**config.mk**
```make
export PLATFORM = sky130hd
export DESIGN_NAME = alu_arbiter
export DESIGN_NICKNAME = d
export VERILOG_FILES = /design/src/rtl/alu_arb_pkg.sv /design/src/rtl/alu_core.sv /design/src/rtl/alu_arbiter.sv
export SDC_FILE = /design/constraint.sdc
export NUM_CORES = 1
export LEC_CHECK = 0
export ABC_AREA = 1
export ABC_CLOCK_PERIOD_IN_PS = 1900
export CORE_ASPECT_RATIO = 0.9
export CORE_MARGIN = 2
export CORE_UTILIZATION = 46
export DETAILED_ROUTE_END_ITERATION = 12
export PLACE_DENSITY = 0.79
export SYNTH_ARGS = -nofsm -noshare
export SYNTH_HDL_FRONTEND = slang
export SYNTH_SLANG_ARGS = --single-unit
```
**constraint.sdc**
```tcl
create_clock -name clk -period 1.9 [get_ports clk]
set_input_delay 0.475 -clock clk [delete_from_list [all_inputs] [get_ports clk]]
set_output_delay 0.475 -clock clk [all_outputs]
set_load 0.005 [all_outputs]
```
**src/rtl/alu_arb_pkg.sv**
```systemverilog
// Shared definitions for the two-requester ALU arbiter: FSM state encoding and ALU op codes.
package alu_arb_pkg;

    typedef enum logic [1:0] {
        ST_IDLE = 2'd0,
        ST_EXEC = 2'd1,
        ST_RESP = 2'd2
    } state_t;

    localparam logic [2:0] OP_AND  = 3'b000;
    localparam logic [2:0] OP_OR   = 3'b001;
    localparam logic [2:0] OP_ADD  = 3'b010;
    localparam logic [2:0] OP_RSVD = 3'b011;
    localparam logic [2:0] OP_ANDN = 3'b100;
    localparam logic [2:0] OP_ORN  = 3'b101;
    localparam logic [2:0] OP_SUB  = 3'b110;
    localparam logic [2:0] OP_SLT  = 3'b111;

endpackage

```
**src/rtl/alu_core.sv**
```systemverilog
// Purely combinational ALU; the reserved op yields a zero result and flags an error.
module alu_core
    import alu_arb_pkg::*;
#(
    parameter int N = 8
) (
    input  logic [2:0]   op,
    input  logic [N-1:0] a,
    input  logic [N-1:0] b,
    output logic [N-1:0] result,
    output logic         zero,
    output logic         err
);

    always_comb begin
        result = '0;
        err    = 1'b0;
        case (op)
            OP_AND:  result = a & b;
            OP_OR:   result = a | b;
            OP_ADD:  result = a + b;
            OP_RSVD: err    = 1'b1;
            OP_ANDN: result = a & ~b;
            OP_ORN:  result = a | ~b;
            OP_SUB:  result = a - b;
            OP_SLT:  result = {{(N-1){1'b0}}, (a < b)};
            default: result = '0;
        endcase
        zero = (result == '0);
    end

endmodule

```
**src/rtl/alu_arbiter.sv**
```systemverilog
// Round-robin arbiter feeding one shared ALU; one transaction in flight (IDLE -> EXEC -> RESP).
// Handshakes: a transfer happens on a rising edge where valid & ready are both high; resp_* hold until taken.
module alu_arbiter
    import alu_arb_pkg::*;
#(
    parameter int N = 8
) (
    input  logic         clk,
    input  logic         rst_n,
    input  logic [1:0]   req_valid,
    output logic [1:0]   req_ready,
    input  logic [2:0]   req0_op,
    input  logic [N-1:0] req0_a,
    input  logic [N-1:0] req0_b,
    input  logic [2:0]   req1_op,
    input  logic [N-1:0] req1_a,
    input  logic [N-1:0] req1_b,
    output logic         resp_valid,
    input  logic         resp_ready,
    output logic         resp_id,
    output logic [N-1:0] resp_result,
    output logic         resp_zero,
    output logic         resp_err,
    output logic [1:0]   dbg_state
);

    state_t       state, state_nxt;
    logic         last_grant;
    logic         grant_id;
    logic         accept;
    logic [2:0]   op_q;
    logic [N-1:0] a_q, b_q;
    logic         id_q;
    logic [N-1:0] alu_result;
    logic         alu_zero, alu_err;

    // With both requesting, the one not served last wins; a lone requester always wins.
    always_comb begin
        grant_id = req_valid[1];
        if (req_valid == 2'b11) grant_id = ~last_grant;
    end

    always_comb begin
        req_ready = 2'b00;
        if (rst_n && state == ST_IDLE && req_valid != 2'b00)
            req_ready = grant_id ? 2'b10 : 2'b01;
    end

    assign accept     = |(req_valid & req_ready);
    assign resp_valid = (state == ST_RESP);
    assign dbg_state  = state;

    always_comb begin
        state_nxt = state;
        case (state)
            ST_IDLE: if (accept) state_nxt = ST_EXEC;
            ST_EXEC: state_nxt = ST_RESP;
            ST_RESP: if (resp_ready) state_nxt = ST_IDLE;
            default: state_nxt = ST_IDLE;
        endcase
    end

    alu_core #(.N(N)) u_alu (
        .op     (op_q),
        .a      (a_q),
        .b      (b_q),
        .result (alu_result),
        .zero   (alu_zero),
        .err    (alu_err)
    );

    always_ff @(posedge clk or negedge rst_n) begin
        if (!rst_n) begin
            state       <= ST_IDLE;
            last_grant  <= 1'b1;
            op_q        <= '0;
            a_q         <= '0;
            b_q         <= '0;
            id_q        <= 1'b0;
            resp_id     <= 1'b0;
            resp_result <= '0;
            resp_zero   <= 1'b0;
            resp_err    <= 1'b0;
        end else begin
            state <= state_nxt;
            if (accept) begin
                last_grant <= grant_id;
                id_q       <= grant_id;
                op_q       <= grant_id ? req1_op : req0_op;
                a_q        <= grant_id ? req1_a  : req0_a;
                b_q        <= grant_id ? req1_b  : req0_b;
            end
            // Response registers only load in EXEC, so they stay frozen through RESP backpressure.
            if (state == ST_EXEC) begin
                resp_id     <= id_q;
                resp_result <= alu_result;
                resp_zero   <= alu_zero;
                resp_err    <= alu_err;
            end
        end
    end

endmodule

```
==> metrics.txt <==
status complete, but fails checks; failing checks setup timing; fillers 438; via count 2720; initial antenna violation count 0; clk slew on worst S/H paths 80 ps; DRC errors left 0; Initial Util 0.487; vias in the first global route 2531; sequential cell area fraction in the yosys report 0.327; Ant. Diodes 0; clock sinks 34; I/O Pins 59; CP Max Fanout 4; Startpoint Class register; VDD IR max 779 uV; synth unique cells 35; cell area after synthesis 2600 um^2; Crit Reg-Reg Startpoint a_q[0]$_DFFE_PN0P_; RSZ-0062 raised after global routing true; vias per inst 5.12; growth of design area from synthesis to finish 39.8%; std cell rows 25; largest net degree at the start of global routing 35; fin crit share 1.06; I/O Buffers 58; total core area 5350 um^2; Layout Skew 11.3 ps; CP Capture Type register; drt first pass iters 6; Synth Area per Inst 6.83 um^2; nets 523; Core Util, Final 0.681; TNS Setup -110 ps; CTS max path bufs 2; signal arrival time at the worst endpoint 2250 ps; syn_nets 441; first-pass GRT wire length 11700 um; H-tree Lvls 2; die area 6280 um^2; Hold Crit Class in -> async; TritonCTS clock tree done; Critical Path RT 2140 ps; Fin. Hold Viols 0; worst relative slew slack 0.667; Synth Instances 381; Seq cells post-synth 34; Critical Path Sink resp_zero$_DFFE_PN0N_; ratio of cells with drive above 1 in the final layout 0.188; CTS buffer count 5; Remaining Overflow, GRT 0; clk_lat worst skew 300 ps; synth warn 0; Final Setup Violations 1; Highest Clock Rate 497 MHz; min Tclk post-route 2010 ps; Setup crit start a_q[0]$_DFFE_PN0P_; reg2reg end resp_zero$_DFFE_PN0N_; Cell Pwr Density 1750 nW/um^2; R2R depth 14; wire per inst 13.6 um; FF-to-FF setup slack -110 ps; max-slew violations 0; clock root buffer clkbuf_8; width of the die 83.3 um; WS Path Type reg -> reg; Die H 75.4 um; Post-DP HPWL 5480 um; Final ANT Viol Nets 0; max_cap viols 0; worst-margin pin slew 500 ps; LEAKAGE 0.00176 uW; total power 6380 uW; Total Routing Usage GR 0.237; Worst Setup Slack, final -110 ps; GP Congestion 0.966; Post-Route WL 7220 um; DRT iter0 DRCs 233
per-layer routing:
layer,track usage,vias to the layer above,share of wire
met5,0,-,0
met4,0.0820,0,0.027
met3,0.0498,20,0.064
met2,0.409,110,0.47
met1,0.303,1217,0.44
li1,-,1373,-
worst min-delay path by stage:
stage / from / end / slack, ps
2_1_floorplan: rst_n / a_q[0]$_DFFE_PN0P_ / 180
6_report: rst_n / op_q[1]$_DFFE_PN0P_ / 450
4_1_cts: rst_n / op_q[2]$_DFFE_PN0P_ / 450
3_5_place_dp: last_grant$_DFFE_PN1P_ / last_grant$_DFFE_PN1P_ / 460
5_1_grt: rst_n / op_q[1]$_DFFE_PN0P_ / 480
3_3_place_gp: last_grant$_DFFE_PN1P_ / last_grant$_DFFE_PN1P_ / 460
what timing repair did:
item                       4_1_cts  5_1_grt
pin swaps                        9        5
setup endpoints to repair        5        7
hold buffers                     0        0
setup buffers                    2        4
gates resized for setup         28       16
stage by stage:
step,worst slack [ps],instances,instance area (um^2),hold WS [ps]
6_report,-110,531,3640,448
5_1_grt,-206,531,3640,478
3_5_place_dp,-581,517,3370,459
2_1_floorplan,86.9,381,2600,179
3_3_place_gp,-539,517,3370,459
4_1_cts,-35.1,527,3550,448
cells in the mapped netlist:
cell type  count  share of area
nand2_1      135           0.19
inv_1         43          0.062
dfrtp_1       33           0.32
nand3_1       33          0.063
nor2_1        28          0.040
o211ai_1      17          0.049
ha_1          15          0.072
o21ai_0       11          0.021
inv_2          9          0.013
a21oi_1        7          0.013
buf_2          6          0.012
nor2_2         6          0.014
o21ai_1        6          0.012
xor2_1         4          0.013
buf_6          3          0.013
clkbuf_1       3         0.0043
nand4_1        3         0.0072
fa_1           2          0.015
a21oi_2        1         0.0034
a22oi_1        1         0.0029
a2bb2oi_1      1         0.0034
and2_1         1         0.0024
dfstp_2        1          0.010
inv_4          1         0.0024
nand2_2        1         0.0024
nand2_4        1         0.0043
nand3_2        1         0.0038
nand3_4        1         0.0067
nand3b_1       1         0.0029
nor2_4         1         0.0043
o21bai_1       1         0.0029
o22ai_1        1         0.0024
o31ai_1        1         0.0029
or2_1          1         0.0024
xnor2_1        1         0.0034
cell families (layout without fill, tap and decap cells):
group	after synthesis	after routing	share of synthesized area
AOI/OAI and AO/OA	47	47	0.113
adders and majority gates	17	17	0.0875
buffers and inverters	65	148	0.106
DFF	34	34	0.327
and+or+nand+nor	213	213	0.349
xor gates and xnor gates	5	5	0.0168
worst max-delay path, stage by stage, from the launching register on:
cell and delay, ps:
dfrtp_2 430, buf_4 150, ha_4 160, fa_2 380, inv_1 70, nand2_1 50
nand2_2 80, nor2_2 40, nor2_2 90, nand2_2 70, nor2_2 110, nand3_2 80
nor2_2 110, nand3_1 70, nand2_1 60
where the power goes:
group	internal, uW	switching [uW]	total (uW)
clock	390	286	676
sequential	1050	316	1360
combinational	1860	2490	4340
total	3290	3090	6380
state kept, by name, indices dropped and copies added (netlist names):
register / count
resp_err: 1
op_q: 3
resp_result: 8
last_grant: 1
b_q: 8
id_q: 1
resp_zero: 1
dbg_state: 2
a_q: 8
resp_id: 1
layout by cell type (no fill, tap or decap), types with 11 or more instances in the layout:
cell,synthesis,layout
buf_4,0,28
clkdlybuf4s50_1,0,52
dfrtp_1,33,32
inv_1,43,40
inv_2,9,12
nand2_1,135,129
nand3_1,33,31
nor2_1,28,25
o211ai_1,17,17
o21ai_0,11,11
cell type report:
cell class	count	area [um^2]	share of cell area
Clock buffer	5	68.8	0.0189
Inverter	53	201	0.0553
Multi-Input combinational cell	282	1600	0.438
Tap cell	67	83.8	0.0230
Sequential cell	34	853	0.234
Timing Repair Buffer	87	793	0.218
Clock inverter	3	45.0	0.0124
Power figures use the tool's default switching activity.
